**src/rtl/logic_pipe.sv**
```systemverilog
`default_nettype none
// +----------------------------------------------------------------------+
// | Module   : logic_pipe                                                |
// | Purpose  : Two-stage bitwise truth-table ALU with accumulator and    |
// |            valid/ready flow control.                                 |
// | Revision : 1.0 - initial release                                     |
// +----------------------------------------------------------------------+
module logic_pipe #(
    parameter int WIDTH = 16
) (
    input  logic             clk,
    input  logic             rst,
    input  logic             in_valid,
    output logic             in_ready,
    input  logic [WIDTH-1:0] in_a,
    input  logic [WIDTH-1:0] in_b,
    input  logic [3:0]       sel,
    input  logic             acc_en,
    input  logic             acc_clr,
    output logic             out_valid,
    input  logic             out_ready,
    output logic [WIDTH-1:0] out_data,
    output logic             out_zero,
    output logic             out_parity,
    output logic [WIDTH-1:0] acc_q
);

    logic             w_stall;
    logic             w_accept;
    logic [WIDTH-1:0] w_op_a;
    logic [WIDTH-1:0] w_result;

    logic             r_s1_valid;
    logic [WIDTH-1:0] r_s1_data;
    logic             r_out_valid;
    logic [WIDTH-1:0] r_out_data;
    logic             r_out_zero;
    logic             r_out_parity;
    logic [WIDTH-1:0] r_acc;

    assign w_stall  = r_out_valid && !out_ready;
    assign w_accept = in_valid && !w_stall;
    assign w_op_a   = acc_en ? r_acc : in_a;

    // Each result bit looks up sel with the {a,b} bit pair as the index.
    for (genvar i = 0; i < WIDTH; i++) begin : g_bit
        assign w_result[i] = sel[{w_op_a[i], in_b[i]}];
    end

    always_ff @(posedge clk) begin
        if (rst) begin
            r_s1_valid <= 1'b0;
            r_s1_data  <= '0;
        end else if (!w_stall) begin
            r_s1_valid <= w_accept;
            if (w_accept) begin
                r_s1_data <= w_result;
            end
        end
    end

    // Flags derive from the stage-1 word so they always match out_data.
    always_ff @(posedge clk) begin
        if (rst) begin
            r_out_valid  <= 1'b0;
            r_out_data   <= '0;
            r_out_zero   <= 1'b0;
            r_out_parity <= 1'b0;
        end else if (!w_stall) begin
            r_out_valid <= r_s1_valid;
            if (r_s1_valid) begin
                r_out_data   <= r_s1_data;
                r_out_zero   <= (r_s1_data == '0);
                r_out_parity <= ^r_s1_data;
            end
        end
    end

    // Clear wins over write-back; the operand already used the old value.
    always_ff @(posedge clk) begin
        if (rst) begin
            r_acc <= '0;
        end else if (acc_clr) begin
            r_acc <= '0;
        end else if (w_accept && acc_en) begin
            r_acc <= w_result;
        end
    end

    assign in_ready   = !w_stall;
    assign out_valid  = r_out_valid;
    assign out_data   = r_out_data;
    assign out_zero   = r_out_zero;
    assign out_parity = r_out_parity;
    assign acc_q      = r_acc;

endmodule
`default_nettype wire

```
**config.mk**
```make
export PLATFORM = sky130hd
export DESIGN_NAME = logic_pipe
export DESIGN_NICKNAME = d
export VERILOG_FILES = /design/src/rtl/logic_pipe.sv
export SDC_FILE = /design/constraint.sdc
export NUM_CORES = 1
export LEC_CHECK = 0
export BUFFER_PORTS_ARGS = -buffer_cell sky130_fd_sc_hd__buf_2
export CORE_MARGIN = 2
export CORE_UTILIZATION = 52
export DETAILED_ROUTE_END_ITERATION = 12
export GPL_TIMING_DRIVEN = 0
export PLACE_DENSITY = 0.8
export SETUP_SLACK_MARGIN = 0.15
export SKIP_CTS_REPAIR_TIMING = 1
export SKIP_LAST_GASP = 1
export SLEW_MARGIN = 20
export SYNTH_ARGS = -nofsm -noshare
export SYNTH_HDL_FRONTEND = slang
export SYNTH_SLANG_ARGS = --single-unit
```
**constraint.sdc**
```tcl
create_clock -name clk -period 1.7 [get_ports clk]
set_clock_uncertainty 0.05 [all_clocks]
set_input_delay 0.34 -clock clk [delete_from_list [all_inputs] [get_ports clk]]
set_output_delay 0.34 -clock clk [all_outputs]
set_load 0.02 [all_outputs]
```
==> out/results.tsv, run 1 <==
stage	metric	value	unit
run_status	status	finished clean	
floorplan	IO Count	78	
worst_setup_path	Crit. End Element	flip-flop	
synthesis	Yosys warnings	0	
worst_setup_path	Reg-to-Reg Start	r_s1_data[5]	
worst_setup_path	Critical Path Fanout Max	3	
place	GP Congestion	0.896	
worst_setup_path	startpoint type of the worst setup path	flip-flop	
worst_setup_path	Worst path max stage delay	0.38	ns
pwr	Cell Int Power	1.91	mW
worst_setup_path	Crit Path Category	reg -> reg	
grt	initial antenna violation count	0	
synthesis	Post-Syn Instances	316	
synthesis	Distinct cells, synth	24	
clock_tree	Bufs on Longest Clock Path	2	
final_layout	area grow syn2layout	21.7	%
pwr	Clock Power Share	27.1	%
routing	top layer in use	met4	
grt	largest net degree at the start of global routing	16	
worst_setup_path	Arr. time, crit path	1.69	ns
floorplan	die area	0.00595	sq mm
min_path	hold depth	2	
worst_setup_path	critical path's most frequent cell	xnor2_1	
floorplan	Die W	77.1	microns
min_path	HP Class	in -> reg	
synthesis	syn_area_per_cell	8.79	sq um
floorplan	core area	0.00514	sq mm
clock_tree	htree depth	2	
final_layout	diode count	0	
routing	WL final	6.87	mm
grt	All-Layer GR Usage	22.9	%
synthesis	register bit total from synthesis	52	
pwr	Leak	1.41	nW
worst_setup_path	CP delay by family, top	XOR/XNOR gates	
pwr	total net switching power	0.787	mW
clock_tree	CTS tree	done	
grt	vias in the first global route	2424	
floorplan	# rows	26	
timing	Slew headroom	69.9	%
routing	DR vias/cell	5.46	
timing	share of the clock period used by the worst path	91.3	%
timing	RSZ-0062 raised after global routing	yes	
routing	routed via count	2563	
routing	ANT nets after route	0	
final_layout	share of layout cells above drive strength 1	36.3	%
timing	Total Neg Setup Slack	0	ns
timing	Setup-failing EPs final	0	
clock_tree	root buffer cell	clkbuf_8	
worst_setup_path	FF-to-FF setup slack	0.15	ns
worst_setup_path	CP required	1.84	ns
pwr	post-layout total power	2.70	mW
pwr	PwrDens	798	mW/mm^2
floorplan	die height	77.1	microns
pwr	Sw Ratio	29.2	%
min_path	min-delay src	rst	
routing	residual DRC count	0	
timing	hold_ws	0.185	ns
final_layout	fin cells	469	
clock_tree	CTS Buf Count	5	
grt	GRT overflow	0	
timing	fin. max-slew vios	0	
synthesis	sequential area share after synthesis	37.5	%
min_path	WHS Endpoint	out_parity	
routing	Wirelength per Cell	14.6	microns
routing	Met3 Routed Length	471	microns
pwr	VDD IR-drop max	0.000392	V
floorplan	Initial Utilization	54.1	%
worst_setup_path	Slowest-stage cell, CP	dfxtp_1	
routing	met1 wire length	3.00	mm
place	Post-DP Area	0.00324	sq mm
timing	Max Clk Rate	645	MHz
final_layout	final core occ	65.8	%
timing	final setup margin	0.149	ns
routing	routed wl met2	3.34	mm
synthesis	syn nets	366	
worst_setup_path	critical path buffer and inverter count	1	
place	port bufs	75	
timing	Hold Fails Final Rpt	0	
worst_setup_path	Worst Reg2Reg Path Length in Cells	6	
routing	detailed router's first-iteration violation count	145	
clock_tree	Worst-Skew Late Latency	0.30	ns
final_layout	nets@finish	448	
timing	min Tclk post-route	1.55	ns
place	placed cells	461	
clock_tree	clock sinks	52	
pwr	combinational power share	24.0	%
pwr	power share of the sequential group	48.9	%
routing	number of detailed-route iterations in the first pass	6	
timing	Worst-Margin Slew	0.451	ns
clock_tree	Reg clk slew, reported paths	0.09	ns
worst_setup_path	RR Endpoint	out_parity	
place	pre-CTS setup slack	0.0182	ns
grt	global-route wire length before repair	11.1	mm
final_layout	fin area	0.00338	sq mm
worst_setup_path	CP Cell Sequence	inv_1 > ha_1 > xnor2_1 > xnor2_1 > xnor2_1 > a211oi_2	
flow_run	total of max-cap violations	0	
synthesis	Syn Std Cell Area	0.00278	sq mm
place	post-DP HPWL	5.01	mm
-- area by class of cell --
type                       count  area, sq um
buffer                        23          151
clock buffer                   7         86.3
clock inverter                 1         7.51
fill                         472         1760
inverter                      17         63.8
multi-input combinational    224         1560
sequential                    52         1050
tap                           70         87.6
timing repair buffer          75          375
-- power groups by stage --
stage	sequential, mW	combinational, mW	clock, mW
after floorplan	1.37	0.401	0
after global placement	1.34	0.589	0
after detailed placement	1.34	0.602	0
after CTS	1.32	0.609	0.752
after global routing	1.33	0.704	0.810
final	1.32	0.647	0.730
-- cell usage after synthesis (all sizes together) --
| library cell | n | area (sq um) |
|---|---|---|
| ha | 8 | 100 |
| o211ai | 16 | 120 |
| or3 | 1 | 6.26 |
| and3 | 1 | 6.26 |
| and2 | 2 | 12.5 |
| dfxtp | 52 | 1040 |
| nand2 | 67 | 251 |
| nand2b | 1 | 13.8 |
| a311oi | 16 | 140 |
| mux2i | 16 | 160 |
| nor2 | 1 | 3.75 |
| a211oi | 1 | 7.51 |
| clkbuf | 9 | 35.0 |
| buf | 14 | 115 |
| nand4 | 2 | 12.5 |
| xnor2 | 7 | 61.3 |
| mux2 | 32 | 360 |
| or2 | 2 | 12.5 |
| inv | 17 | 63.8 |
| a21oi | 51 | 255 |
-- cell families (layout without fill, tap and decap cells) --
logic type	Yosys count	count (layout)	share of synthesized area (%)
compound gates	84	84	18.8
xor+xnor	7	7	2.21
fa+ha+maj	8	8	3.60
buf+inv	40	123	7.70
flops	52	52	37.5
mux	48	48	18.7
simple gates	77	77	11.5
-- worst max-delay path by stage --
stage	startpoint	to	slack, ns	cells after the start
after floorplan	out_valid	acc_q[0]	0.25	6
after global placement	out_ready	r_s1_data[14]	0.08	7
after detailed placement	out_ready	r_s1_data[13]	0.02	7
after CTS	r_s1_data[2]	out_parity	0.14	6
after global routing	r_s1_data[4]	out_parity	0.07	6
final	r_s1_data[5]	out_parity	0.15	6
-- routing by layer --
metal / up-vias / track usage, %
li1: 1272 / -
met1: 1177 / 30.0
met3: 4 / 3.41
met2: 110 / 38.5
met4: 0 / 8.04
met5: - / 0
-- cells in the final DEF, fill, tap and decap left out, types with 8 or more instances in the layout --
cell and n:
a21oi_1 51, a311oi_1 16, mux2_2 32, dfxtp_1 43
inv_1 17, nand2_1 67, dfxtp_2 9, o211ai_1 16
clkbuf_1 8, buf_2 80, mux2i_1 16
-- sequential cells by signal (all words and copies together) (netlist names) --
signal,count
r_s1_valid,1
r_s1_data,16
out_zero,1
acc_q,16
out_valid,1
out_data,16
out_parity,1
No activity file was read; power rests on OpenSTA's default activity.
==> run 2: changes to the inputs <==
- CORE_UTILIZATION: 52 -> 47
- PLACE_DENSITY: 0.8 -> 0.76
- REMOVE_ABC_BUFFERS: default -> 1
- clock period: 1.7 -> 1.4 ns (I/O delays scaled with it)
==> out/results.tsv, run 2 (same netlist as run 1, synthesis figures left out) <==
stage	metric	value	unit	change
timing	Setup-failing EPs final	0		unchanged
grt	vias in the first global route	2233		-7.9%
clock_tree	htree depth	2		unchanged
pwr	post-layout total power	3.87	mW	+43%
final_layout	share of layout cells above drive strength 1	47.7	%	+11 points
worst_setup_path	FF-to-FF setup slack	0.01	ns	-0.14 ns
pwr	combinational power share	22.2	%	-1.8 points
min_path	HP Class	in -> reg		
worst_setup_path	Crit Path Category	reg -> reg		
clock_tree	Worst-Skew Late Latency	0.31	ns	about the same
clock_tree	CTS Buf Count	5		unchanged
pwr	total net switching power	1.01	mW	+28%
final_layout	final core occ	62.3	%	-3.4 points
pwr	Cell Int Power	2.86	mW	+50%
grt	largest net degree at the start of global routing	38		+22
routing	ANT nets after route	0		unchanged
floorplan	Die W	80.9	microns	+4.9%
flow_run	total of max-cap violations	0		unchanged
clock_tree	clock sinks	52		unchanged
timing	fin. max-slew vios	0		unchanged
clock_tree	Bufs on Longest Clock Path	2		unchanged
final_layout	commonest non-fill, non-tap cells in the layout	buf_2, nand2_1, a21oi_1, mux2_2, dfxtp_1		
routing	WL final	7.39	mm	+7.6%
timing	min Tclk post-route	1.39	ns	-0.162 ns
final_layout	area grow syn2layout	30.5	%	
routing	residual DRC count	0		unchanged
clock_tree	root buffer cell	clkbuf_8		
clock_tree	Reg clk slew, reported paths	0.10	ns	about the same
routing	DR vias/cell	5.62		+2.8%
grt	GRT overflow	0		unchanged
routing	routed via count	2636		+2.8%
pwr	power share of the sequential group	41.7	%	-7.2 points
floorplan	die height	80.9	microns	+4.9%
run_status	status	finished clean		
timing	RSZ-0062 raised after global routing	yes		
floorplan	core area	0.00582	sq mm	+13%
floorplan	IO Count	78		unchanged
pwr	Leak	1.48	nW	+4.9%
worst_setup_path	startpoint type of the worst setup path	flip-flop		
pwr	Clock Power Share	36.1	%	+9.0 points
final_layout	Fillers	496		+5.1%
place	GP Congestion	0.741		-17%
clock_tree	CTS tree	done		
worst_setup_path	Critical Path Fanout Max	3		unchanged
routing	detailed router's first-iteration violation count	128		-12%
timing	Max Clk Rate	720	MHz	+12%
floorplan	Initial Utilization	47.8	%	-6.3 points
floorplan	die area	0.00654	sq mm	+10%
timing	share of the clock period used by the worst path	99.3	%	+8.0 points
pwr	VDD IR-drop max	0.000490	V	+25%
pwr	Sw Ratio	26.0	%	-3.2 points
floorplan	# rows	28		+7.7%
worst_setup_path	Arr. time, crit path	1.53	ns	-0.16 ns
routing	number of detailed-route iterations in the first pass	4		-2
grt	initial antenna violation count	0		unchanged
routing	Wirelength per Cell	15.8	microns	+7.6%
pwr	PwrDens	1070	mW/mm^2	+34%
final_layout	diode count	0		unchanged
worst_setup_path	Crit. End Element	flip-flop		
timing	Slew headroom	73.6	%	+3.7 points
worst_setup_path	CP required	1.54	ns	-0.30 ns
timing	Worst-Margin Slew	0.396	ns	-0.0557 ns
grt	global-route wire length before repair	10.3	mm	-7.0%
final_layout	most common cell after layout, fill and taps aside	buf_2		
timing	Hold Fails Final Rpt	0		unchanged
grt	All-Layer GR Usage	20.0	%	-2.9 points
place	port bufs	77		+2.7%
final_layout	nets@finish	443		-1.1%
place	post-DP HPWL	4.54	mm	-9.4%
==> run 2: final timing paths <==
kind,cells past startpoint,start,end
max,6,r_s1_data[9],out_parity
min,3,out_ready,out_valid
max reg2reg,6,r_s1_data[9],out_parity
min reg2reg,2,out_data[0],out_data[0]
==> run 2: metal layers <==
metal | global-route usage (%) | wire length, microns | up-vias | share of wire [%]
met5 | 0 | 0 | - | 0
met4 | 7.63 | 164 | 0 | 2.2
met3 | 4.22 | 512 | 14 | 6.9
met2 | 31.5 | 3480 | 105 | 47
met1 | 26.9 | 3240 | 1237 | 44
li1 | - | - | 1280 | -
==> run 2: per-stage QoR <==
step | cell area (sq um) | hold WS, ns | worst slack [ns] | setup TNS [ns] | cells
6_report | 3630 | 0.271 | 0.0104 | 0 | 469
5_1_grt | 3630 | 0.277 | -0.0412 | -0.0412 | 469
4_1_cts | 3270 | 0.244 | -0.528 | -9.89 | 453
3_5_place_dp | 3110 | 0.396 | -0.808 | -14.88 | 445
3_3_place_gp | 3110 | 0.392 | -0.729 | -14.13 | 445
2_1_floorplan | 2630 | 0.299 | -0.297 | -4.80 | 293
==> run 2: cell type report <==
class / count / area, sq um / share of cell area [%]
Timing Repair Buffer: 88 / 479 / 13.2
Sequential cell: 52 / 1070 / 29.6
Inverter: 17 / 63.8 / 1.76
Tap cell: 75 / 93.8 / 2.59
Clock inverter: 3 / 90.1 / 2.48
Multi-Input combinational cell: 229 / 1760 / 48.4
Clock buffer: 5 / 68.8 / 1.90
==> run 2: worst max-delay path, stage by stage, from the launching register on <==
cell and delay (ns):
dfxtp_2 0.37, inv_2 0.05, ha_4 0.23, xnor2_1 0.18, xnor2_1 0.15, xnor2_1 0.16
a211oi_2 0.09
==> run 2: power groups by stage <==
stage	Sequential (mW)	Clock (mW)	Combinational, mW
floorplan	1.66	0	0.421
global placement	1.63	0	0.663
detailed placement	1.63	0	0.680
CTS	1.60	1.41	0.685
global route	1.62	1.48	0.930
finish	1.61	1.39	0.857
==> run 3: changes to the inputs <==
- BUFFER_PORTS_ARGS: -buffer_cell sky130_fd_sc_hd__buf_2 -> default
- CORE_UTILIZATION: 47 -> 57
- DONT_BUFFER_PORTS: default -> 1
- PLACE_DENSITY: 0.76 -> 0.75
==> out/results.tsv, run 3 (same netlist as run 1, synthesis figures left out) <==
stage	metric	value	unit	change
worst_setup_path	startpoint type of the worst setup path	flip-flop		
min_path	HP Class	in -> reg		
clock_tree	Bufs on Longest Clock Path	2		unchanged
floorplan	core area	0.00472	sq mm	-19%
routing	Wirelength per Cell	18.3	microns	+16%
clock_tree	Reg clk slew, reported paths	0.10	ns	about the same
clock_tree	root buffer cell	clkbuf_8		
timing	Setup-failing EPs final	1		+1
timing	hold_ws	-0.0281	ns	-0.299 ns
routing	detailed router's first-iteration violation count	119		-7.0%
final_layout	Storage cell area	0.00106	sq mm	-1.2%
pwr	combinational power share	20.4	%	-1.8 points
pwr	power share of the sequential group	46.2	%	+4.5 points
clock_tree	Worst-Skew Late Latency	0.30	ns	about the same
worst_setup_path	Arr. time, crit path	1.60	ns	+0.07 ns
place	GP Congestion	0.792		+6.8%
floorplan	Die W	73.8	microns	-8.7%
worst_setup_path	CP required	1.58	ns	+0.04 ns
pwr	total net switching power	0.923	mW	-8.3%
timing	Max Clk Rate	701	MHz	-2.6%
final_layout	share of layout cells above drive strength 1	31.0	%	-17 points
final_layout	area of the multi-input gates	0.00176	sq mm	+0.14%
grt	vias in the first global route	2016		-9.7%
pwr	VDD IR-drop max	0.000522	V	+6.5%
run_status	violated checks	hold timing, setup timing		
floorplan	# rows	25		-11%
timing	share of the clock period used by the worst path	102	%	+2.6 points
routing	number of detailed-route iterations in the first pass	4		unchanged
place	placed cells	360		-19%
grt	largest net degree at the start of global routing	38		unchanged
routing	residual DRC count	0		unchanged
grt	All-Layer GR Usage	21.6	%	+1.6 points
pwr	Sw Ratio	25.8	%	-0.25 points
timing	RSZ-0062 raised after global routing	yes		
final_layout	most common cell after layout, fill and taps aside	nand2_1		
floorplan	Initial Utilization	58.8	%	+11 points
final_layout	nets@finish	366		-17%
final_layout	area grow syn2layout	14.7	%	
worst_setup_path	Crit. End Element	flip-flop		
final_layout	fin cells	383		-18%
place	post-DP HPWL	4.00	mm	-12%
pwr	Leak	1.11	nW	-25%
flow_run	total of max-cap violations	0		unchanged
worst_setup_path	Critical Path Fanout Max	3		unchanged
routing	WL final	6.99	mm	-5.4%
timing	min Tclk post-route	1.43	ns	+0.0366 ns
worst_setup_path	Crit Path Category	reg -> reg		
floorplan	die area	0.00545	sq mm	-17%
clock_tree	CTS Buf Count	5		unchanged
grt	global-route wire length before repair	9.18	mm	-11%
timing	final setup margin	-0.0262	ns	-0.0366 ns
clock_tree	CTS tree	done		
pwr	Clock Power Share	33.4	%	-2.7 points
place	port bufs	0		-100%
timing	Slew headroom	76.8	%	+3.1 points
final_layout	Fillers	356		-28%
routing	routed via count	2262		-14%
worst_setup_path	FF-to-FF setup slack	-0.03	ns	-0.04 ns
clock_tree	clock sinks	52		unchanged
pwr	Cell Int Power	2.66	mW	-7.1%
run_status	status	complete, but fails checks		
floorplan	die height	73.8	microns	-8.7%
final_layout	diode count	0		unchanged
grt	GRT overflow	0		unchanged
grt	initial antenna violation count	0		unchanged
pwr	post-layout total power	3.58	mW	-7.4%
clock_tree	htree depth	2		unchanged
timing	Hold Fails Final Rpt	32		+32
timing	Worst-Margin Slew	0.349	ns	-0.0468 ns
final_layout	commonest non-fill, non-tap cells in the layout	nand2_1, a21oi_1, dfxtp_1, mux2_2, dfxtp_2		
timing	fin. max-slew vios	0		unchanged
floorplan	IO Count	78		unchanged
routing	ANT nets after route	0		unchanged
routing	DR vias/cell	5.91		+5.1%
pwr	PwrDens	1120	mW/mm^2	+5.4%
[run 3: cell types whose count changed in the layout (fill, tap and decap cells not counted), sizes merged]
cell and delta:
and3 -1, buf -74, bufinv -1, clkbuf -2
[run 3: power by group through the flow]
stage / sequential [mW] / combinational (mW) / clock (mW)
CTS: 1.64 / 0.501 / 1.21
detailed placement: 1.67 / 0.494 / 0
global route: 1.66 / 0.791 / 1.25
global placement: 1.67 / 0.480 / 0
finish: 1.65 / 0.730 / 1.20
floorplan: 1.66 / 0.421 / 0
[run 3: path summary, 6_finish.rpt]
| path | start | endpoint | depth (start not counted) |
|---|---|---|---|
| worst max-delay path | r_s1_data[6] | out_parity | 6 |
| worst min-delay path | rst | r_s1_data[6] | 1 |
| worst max register to register | r_s1_data[6] | out_parity | 6 |
| worst min register to register | r_s1_data[8] | r_s1_data[8] | 2 |
[run 3: worst max-delay path, cell delays in order (launching register included)]
cell	delay, ns
dfxtp_2	0.34
inv_1	0.11
ha_4	0.23
xnor2_4	0.13
xnor2_2	0.21
xnor2_1	0.09
a211oi_1	0.19
[run 3: layout make-up]
class	count	share of cell area, %
clock buffer	5	2.16
clock inverter	2	1.88
inverter	17	2.00
multi-input combinational	228	55.2
sequential	52	33.3
tap	67	2.63
timing repair buffer	12	2.83
[run 3: metal layers]
metal | track usage (%) | vias to the layer above | wire [microns]
met4 | 7.47 | 0 | 82
met5 | 0 | - | 0
met1 | 28.0 | 1074 | 3100
met2 | 35.0 | 65 | 3460
li1 | - | 1116 | -
met3 | 5.08 | 7 | 355
[run 3: metrics by stage]
step / hold slack [ns] / TNS [ns] / worst slack [ns] / utilization (%) / cell area, sq um
4_1_cts: -0.0190 / -16.27 / -0.676 / 60.2 / 2840
2_1_floorplan: 0.299 / -4.80 / -0.297 / - / 2630
5_1_grt: -0.0353 / -0.427 / -0.100 / 67.5 / 3190
3_3_place_gp: 0.302 / -13.54 / -0.596 / 57.4 / 2710
3_5_place_dp: 0.304 / -14.48 / -0.612 / 57.4 / 2710
6_report: -0.0281 / -0.0262 / -0.0262 / 67.5 / 3190
